File: config.mk
export PLATFORM = sky130hd
export DESIGN_NAME = one_hot_decoder_flat
export DESIGN_NICKNAME = d
export VERILOG_FILES = /design/src/rtl/one_hot_decoder_if.sv /design/src/rtl/one_hot_decoder.sv /design/src/flat_wrapper.sv
export SDC_FILE = /design/constraint.sdc
export NUM_CORES = 1
export LEC_CHECK = 0
export CAP_MARGIN = 20
export CORE_AREA = 5 5 54 56
export DETAILED_ROUTE_END_ITERATION = 10
export DIE_AREA = 0 0 59 61
export HOLD_SLACK_MARGIN = 0.12
export PLACE_DENSITY = 0.82
export SLEW_MARGIN = 20
export SYNTH_ARGS = -nofsm -noshare
export SYNTH_HDL_FRONTEND = slang
export SYNTH_SLANG_ARGS = --single-unit
File: constraint.sdc
create_clock -name clk_i -period 1.62 [get_ports clk_i]
set_input_delay 0.243 -clock clk_i [delete_from_list [all_inputs] [get_ports clk_i]]
set_output_delay 0.243 -clock clk_i [all_outputs]
set_load 0.01 [all_outputs]
File: src/rtl/one_hot_decoder_if.sv
// Stream interface of the one-hot to binary decoder: input word handshake,
// decoded output handshake and error-count side signals.
interface one_hot_decoder_if #(
  parameter int unsigned binary_word  = 4,
  parameter int unsigned one_hot_word = 16,
  parameter int unsigned err_cnt_word = 8
);
  logic [one_hot_word-1:0] one_hot_i;
  logic                    valid_i;
  logic                    ready_o;
  logic [binary_word-1:0]  bin_o;
  logic                    err_o;
  logic                    valid_o;
  logic                    ready_i;
  logic                    err_clr_i;
  logic [err_cnt_word-1:0] err_count_o;

  // master drives words in and consumes results; slave is the decoder
  modport master (
    output one_hot_i, valid_i, ready_i, err_clr_i,
    input  ready_o, bin_o, err_o, valid_o, err_count_o
  );

  modport slave (
    input  one_hot_i, valid_i, ready_i, err_clr_i,
    output ready_o, bin_o, err_o, valid_o, err_count_o
  );
endinterface

File: src/rtl/one_hot_decoder.sv
// Registered one-hot to binary decoder with a two-entry skid buffer.
// Define ONE_HOT_DECODER_ERR_CNT_EN to build the saturating malformed-word counter.
module one_hot_decoder #(
  parameter int unsigned binary_word  = 4,
  parameter int unsigned one_hot_word = 16,
  parameter int unsigned err_cnt_word = 8
) (
  input  logic               clk_i,
  input  logic               rst_ni,
  one_hot_decoder_if.slave   bus
);

  typedef struct packed {
    logic [binary_word-1:0] bin;
    logic                   err;
  } entry_t;

  typedef enum logic [1:0] {
    EMPTY = 2'd0,
    ONE   = 2'd1,
    FULL  = 2'd2
  } state_t;

  state_t state_q, state_d;
  entry_t main_q, main_d;
  entry_t skid_q, skid_d;
  logic   ready_q, ready_d;
  logic   valid_q, valid_d;

  entry_t dec;
  logic   accept;
  logic   pop;

  // Lowest set bit wins; zero or more than one set bit flags the word.
  always_comb begin
    dec.bin = '0;
    dec.err = (bus.one_hot_i == '0) ||
              ((bus.one_hot_i & (bus.one_hot_i - one_hot_word'(1))) != '0);
    for (int i = one_hot_word - 1; i >= 0; i--) begin
      if (bus.one_hot_i[i]) dec.bin = binary_word'(i);
    end
  end

  assign accept = bus.valid_i && ready_q;
  assign pop    = valid_q && bus.ready_i;

  always_ff @(posedge clk_i or negedge rst_ni) begin
    if (!rst_ni) begin
      state_q <= EMPTY;
      main_q  <= '0;
      skid_q  <= '0;
      ready_q <= 1'b0;
      valid_q <= 1'b0;
    end else begin
      state_q <= state_d;
      main_q  <= main_d;
      skid_q  <= skid_d;
      ready_q <= ready_d;
      valid_q <= valid_d;
    end
  end

  // Occupancy FSM; ready/valid are precomputed from the next state so both stay registered.
  always_comb begin
    state_d = state_q;
    main_d  = main_q;
    skid_d  = skid_q;
    unique case (state_q)
      EMPTY: begin
        if (accept) begin
          main_d  = dec;
          state_d = ONE;
        end
      end
      ONE: begin
        if (accept && !pop) begin
          skid_d  = dec;
          state_d = FULL;
        end else if (accept && pop) begin
          main_d  = dec;
        end else if (pop) begin
          state_d = EMPTY;
        end
      end
      FULL: begin
        if (pop) begin
          main_d  = skid_q;
          state_d = ONE;
        end
      end
      default: state_d = EMPTY;
    endcase
    ready_d = (state_d != FULL);
    valid_d = (state_d != EMPTY);
  end

  assign bus.ready_o = ready_q;
  assign bus.valid_o = valid_q;
  assign bus.bin_o   = main_q.bin;
  assign bus.err_o   = main_q.err;

`ifdef ONE_HOT_DECODER_ERR_CNT_EN
  logic [err_cnt_word-1:0] err_cnt_q;

  // Clear beats increment; the count sticks at all-ones.
  always_ff @(posedge clk_i or negedge rst_ni) begin
    if (!rst_ni) begin
      err_cnt_q <= '0;
    end else if (bus.err_clr_i) begin
      err_cnt_q <= '0;
    end else if (accept && dec.err && (err_cnt_q != '1)) begin
      err_cnt_q <= err_cnt_q + err_cnt_word'(1);
    end
  end

  assign bus.err_count_o = err_cnt_q;
`else
  logic unused_err_clr;
  assign unused_err_clr  = bus.err_clr_i;
  assign bus.err_count_o = '0;
`endif

endmodule

File: src/flat_wrapper.sv
// flat-port wrapper written by rule: the top's interface ports become plain ports
module one_hot_decoder_flat 
#(
  parameter int unsigned binary_word  = 4,
  parameter int unsigned one_hot_word = 16,
  parameter int unsigned err_cnt_word = 8
)
  (clk_i, rst_ni, bus_one_hot_i, bus_valid_i, bus_ready_i, bus_err_clr_i, bus_ready_o, bus_bin_o, bus_err_o, bus_valid_o, bus_err_count_o);
  one_hot_decoder_if #(.binary_word(binary_word), .one_hot_word(one_hot_word), .err_cnt_word(err_cnt_word)) bus_i ();
  input  logic clk_i;
  input  logic rst_ni;
  input wire logic [$bits(bus_i.one_hot_i)-1:0] bus_one_hot_i;
  input wire logic [$bits(bus_i.valid_i)-1:0] bus_valid_i;
  input wire logic [$bits(bus_i.ready_i)-1:0] bus_ready_i;
  input wire logic [$bits(bus_i.err_clr_i)-1:0] bus_err_clr_i;
  output wire logic [$bits(bus_i.ready_o)-1:0] bus_ready_o;
  output wire logic [$bits(bus_i.bin_o)-1:0] bus_bin_o;
  output wire logic [$bits(bus_i.err_o)-1:0] bus_err_o;
  output wire logic [$bits(bus_i.valid_o)-1:0] bus_valid_o;
  output wire logic [$bits(bus_i.err_count_o)-1:0] bus_err_count_o;
  assign bus_i.one_hot_i = bus_one_hot_i;
  assign bus_i.valid_i = bus_valid_i;
  assign bus_i.ready_i = bus_ready_i;
  assign bus_i.err_clr_i = bus_err_clr_i;
  assign bus_ready_o = bus_i.ready_o;
  assign bus_bin_o = bus_i.bin_o;
  assign bus_err_o = bus_i.err_o;
  assign bus_valid_o = bus_i.valid_o;
  assign bus_err_count_o = bus_i.err_count_o;
  one_hot_decoder #(.binary_word(binary_word), .one_hot_word(one_hot_word), .err_cnt_word(err_cnt_word)) u_core (.clk_i(clk_i), .rst_ni(rst_ni), .bus(bus_i));
endmodule
======== Word-level counts from Yosys, hierarchy flattened ========
Cells that the tools add are included.
storage, ports and cells
  bits in registers ....................... 14
  latch bits .............................. 0
  RAM bits ................................ 0
  memory bits (read-only) ................. 0
  logic and storage cells ................. 56
  memories kept ........................... 0
operators by class
  add/sub/neg operators ................... 1
  $mul .................................... 0
  div/mod/pow operators ................... 0
  $lt $le $gt $ge ......................... 0
  equal/unequal tests ..................... 7
  shift-type cells ........................ 0
  mux-type cells .......................... 27
  bitwise gates (word level) .............. 1
  reduce and logical (&&, ||, !) cells .... 13
operators by type and width
  cell                     count
  $mux W4                  16
  $mux W5                  4
  $and A16 B16 Y16         1
  $logic_not A16 Y1        1
  $reduce_bool A16 Y1      1
  $sub A16 B1 Y16 const B  1
  $pmux W5 S3              1
  $mux W2                  5
  $ne A2 B1 Y1 const B     3
  $pmux W2 S3              1
  $reduce_and A5 Y1        1
  $logic_and A1 B1 Y1      4
  $ne A2 B2 Y1 const B     2
  $reduce_bool A3 Y1       1
  $eq A2 B1 Y1 const B     1
  $eq A2 B2 Y1 const B     1
  $logic_not A2 Y1         1
  $reduce_and A2 Y1        1
  $reduce_bool A2 Y1       1
  $logic_not A1 Y1         1
  $logic_or A1 B1 Y1       1

======== Depth between registers and ports, before layout ========
  depth after elaboration ................. 19
  depth in mapped cells ................... 7
  depth with buffers taken out ............ 6

======== Least setup slack after synthesis ========
OpenSTA, ideal clock, no wires.
  path type ............................... input to register
  start ................................... input bus_one_hot_i[2]
  end ..................................... register u_core.main_q, in the netlist u_core.bus.err_o
  data arrival time ....................... 1.542 ns
  slack ................................... -0.072 ns
  stages .................................. 7
  path buffers ............................ 1
  cells stage by stage .................... buf_2 nor4_4 nand4_1 a221oi_1 nand4_1 nor3_1 a311oi_1
between the ends
  cells in the longest elaborated chain, start to end .. 7
  elaborated cells between the ends (all ways) .. 9
  classes of those cells .................. add/sub (1); mux (4); bitwise (1); reduce/logical (3)
RTL lines
  element                 RTL line               source
  start: declaration      flat_wrapper.sv:12     input wire logic [$bits(bus_i.one_hot_i)-1:0] bus_one_hot_i;
  $sub A16 B1 Y16         one_hot_decoder.sv:38  ((bus.one_hot_i & (bus.one_hot_i - one_hot_word'(1))) != '0);
  $and A16 B16 Y16        one_hot_decoder.sv:38
  $reduce_bool A16 Y1     one_hot_decoder.sv:38
  $logic_or A1 B1 Y1 (*)  one_hot_decoder.sv:37  dec.err = (bus.one_hot_i == '0) ||
  $mux W5                 one_hot_decoder.sv:79  end else if (accept && pop) begin
  $mux W5                 one_hot_decoder.sv:76  if (accept && !pop) begin
  $pmux W5 S3 (*)         one_hot_decoder.sv:68  unique case (state_q)
  end signal: assignment  one_hot_decoder.sv:56  main_q <= main_d;
  end: declaration        one_hot_decoder.sv:25  entry_t main_q, main_d;
Every way passes the cells marked *; elsewhere a longest branch is shown, timed or not. The select of a mux whose other input is x is not followed.
A chain may end at the register's enable or synchronous reset.

======== Final worst setup path ========
  start ................................... input bus_one_hot_i[13]
  end ..................................... register u_core.main_q, in the netlist u_core.bus.err_o
The elaborated chain is that of the path after synthesis.

==> summary.md <==
| Metric | Value |
|---|---|
| Status | finished, final reports clean |
| Die Y-Extent | ~61 um |
| Worst path bufs/invs | 1 |
| Number of diodes | 0 |
| Final setup fails | 0 |
| Post-synth EDFFs | 0 |
| First DRT Iteration DRCs | 45 |
| Sink Count | 14 |
| Max IR drop VDD | 0.613 mV |
| Via Count | 1146 |
| Slew Limit Headroom | 0.584 |
| Post-synthesis mux area share | 0.0328 |
| Most crowded layer after global routing | met2 |
| Grt met2 use | 0.352 |
| Most frequent cells in the layout | buf_4 (35), dfrtp_1 (14), nand2_1 (13) |
| Largest family of logic cells by synthesized area | simple AND/OR/NAND/NOR gates |
| Core area | 2390 um^2 |
| Share of cells above drive strength 1 | 0.355 |
| Worst path slowest cell | or4_4 |
| Detailed Place HPWL | 2340 um |
| Worst Path Required | 1.80 ns |
| Switching share of power | 0.383 |
| Final GP Congestion | 0.927 |
| TritonCTS clock tree | done |
| Synth warn | 0 |
| Simple-gate share of the synthesized area | 0.260 |
| CTS Buf Count | 3 |
| Critical Path AT | approximately 1.8 ns |
| Synthesized area | 992 um^2 |
| DRT Pass-1 Iters | 4 |
| Final core occ | 0.655 |
| Die area | 3600 um^2 |
| Clk network pwr share | 0.122 |
| Power Internal | 0.979 mW |
| WL final | 3000 um |
| Peak Freq | a little over 0.6 GHz |
| Comb power frac | 0.514 |
| Final-report hold violation count | 0 |
| Adder-cell share of the synthesized area | 0 |
| Total power | 1.59 mW |
| Fillers | 222 |
| Avg Synthesized Cell Area | 8.20 um^2 |
| Leakage | 0.714 nW |
| #FFs+latches synth | 14 |
| Post-layout minimum cycle time | between 1.5 and 2 ns |
| Via density | 5.38 |
| Final ANT Viol Nets | 0 |
| Met3 usage | 0.0234 |
| Root Buffer | clkbuf_4 |
| WL per Instance | 14.1 um |
| CP top delay family | simple AND/OR/NAND/NOR gates |
| Max clock buf depth | 2 |
| Mapped Cells | ~120 |
| Critical path depth in cells | 7 |
| Max-slew violations | 0 |
| Tot GR Track Use | 0.179 |
| CP Launch Type | input pin |
| Area share of xor/xnor cells in the synthesized design | 0 |
| FFs w/ async S/R, synth | 1.00 |
| Sw Pwr | 0.607 mW |
| Seq/Total Area, Yosys | 0.353 |
| Nets@finish | 206 |
| Cts hold-fix bufs | 0 |
| Area growth, synth to finish | 57.6% |
| Top_reg_cell synth | dfrtp_1 |
| Post-synthesis compound-gate area fraction | 0.247 |
| Initial core utilization | 0.416 |
| Post-synth cell types | 38 |
| M1 GR Usage | 0.178 |
| PwrDens | 1010 nW/um^2 |
| Worst-skew pair later-pin latency | 0.28 ns |
| CP Cell Sequence | dlygate4sd2_1, or4_4, o211ai_4, a21oi_2, nor2_2, nor3_2, a311oi_1 |
| Least-Margin Pin Slew | 0.622 ns |
| Most common cell after layout, fill and taps aside | buf_4 |
| Vias in the first global route | 1191 |
| Hold Path Class | input pin to asynchronous set/reset pin |
| Final TNS setup | 0 ns |
| Port buffer count | 26 |
| Seq pwr share | 0.364 |
| CP Capture Type | register |
| Fin crit share | 1.00 |
| Largest stage delay on the critical path | 0.52 ns |
| CP Class | input pin to register |
| Clock slew at reported path FFs | roughly 0.080 ns |
| # DRC | 0 |
| Die W | 59 um |
| First-pass GRT wire length | 4960 um |
| Largest net degree at the start of global routing | 15 |
| R2r worst-path depth | 5 |
| RSZ-0062 raised after global routing | yes |
| I/O pin total | 36 |
| Layout Skew | 0.00150 ns |
| MaxCap Viol Count | 0 |
| Rows | 18 |
| Initial antenna violation count | 0 |
| H-tree depth | 1 |
| CP Max Fanout | 4 |
| GR Overflow Total | 0 |
synthesized netlist by cell type (all sizes together) (3+ instances only):
library cell / instances / area, um^2
buf: 9 / 65.1
nand3: 4 / 20.0
nor4: 3 / 48.8
nor3: 4 / 20.0
inv: 9 / 33.8
o31ai: 4 / 35.0
o21ai: 7 / 35.0
nor2: 14 / 55.1
a21oi: 8 / 40.0
nand4: 4 / 25.0
dfrtp: 14 / 350
nand2: 13 / 48.8
o211ai: 3 / 27.5
path summary, 6_finish.rpt:
check                      slack, ns               from                  end
hold / removal                  0.35             rst_ni     u_core.skid_q[0]
max in group asynchronous       0.88             rst_ni  u_core.bus.bin_o[2]
setup reg to reg                0.15  u_core.state_q[1]  u_core.bus.bin_o[2]
hold reg to reg                 0.51   u_core.skid_q[2]     u_core.skid_q[2]
min in group clk_i              0.40   bus_one_hot_i[0]  u_core.bus.bin_o[0]
setup / recovery              0.0008  bus_one_hot_i[13]     u_core.bus.err_o
logic make-up (layout without fill, tap and decap cells):
kind of cell	after synthesis	count (layout)
AO/OA/AOI/OAI	36	36
buffers and inverters	19	74
flip-flops	14	14
multiplexers	3	3
other	1	8
AND/OR/NAND/NOR	48	48
stage by stage:
step	setup slack [ns]	cell area, um^2	instances	hold WS (ns)
floorplan	0.00206	1020	128	-0.0526
finish	0.000775	1560	213	0.345
detailed placement	-0.520	1500	207	0.488
CTS	0.00782	1560	212	0.360
global route	-0.116	1560	213	0.389
global placement	-0.442	1500	207	0.452
power by group through the flow:
stage	combinational (mW)	sequential [mW]	clock, mW
floorplan	0.370	0.578	0
global placement	0.773	0.571	0
detailed placement	0.806	0.581	0
CTS	0.806	0.577	0.193
global route	0.884	0.598	0.208
finish	0.816	0.577	0.194
area by class of cell:
class,count,area (um^2),share of cell area
clock buffers,3,22.5,0.0144
flip-flops and latches,14,350,0.224
well taps,30,37.5,0.0240
multi-input cells,95,618,0.395
inverters,9,33.8,0.0216
repair buffers,62,502,0.321
per-layer routing:
metal,vias to the layer above,part of all wire,wire length (um)
met5,-,0,0
met4,0,0.035,105
met3,13,0.062,186
met2,50,0.54,1620
met1,533,0.36,1090
li1,550,-,-
flip-flops by register name (all words and copies together), names as in the netlist:
signal              flops
u_core.skid_q           5
u_core.state_q          2
u_core.bus.valid_o      1
u_core.bus.ready_o      1
u_core.bus.err_o        1
u_core.bus.bin_o        4
worst register-to-register path: stages, from the launching register on:
cell and delay, ns:
dfrtp_1 0.43, inv_1 0.09, o31ai_2 0.50, buf_4 0.22
nor2_1 0.04, a31oi_1 0.12
what timing repair did:
| action | CTS | global route |
|---|---|---|
| pin swaps | 10 | 13 |
| setup buffers | 2 | 1 |
| resized for setup | 23 | 31 |
| setup endpoints to repair | 6 | 3 |
| cloned | 0 | 0 |
No activity file was read; power rests on OpenSTA's default activity.
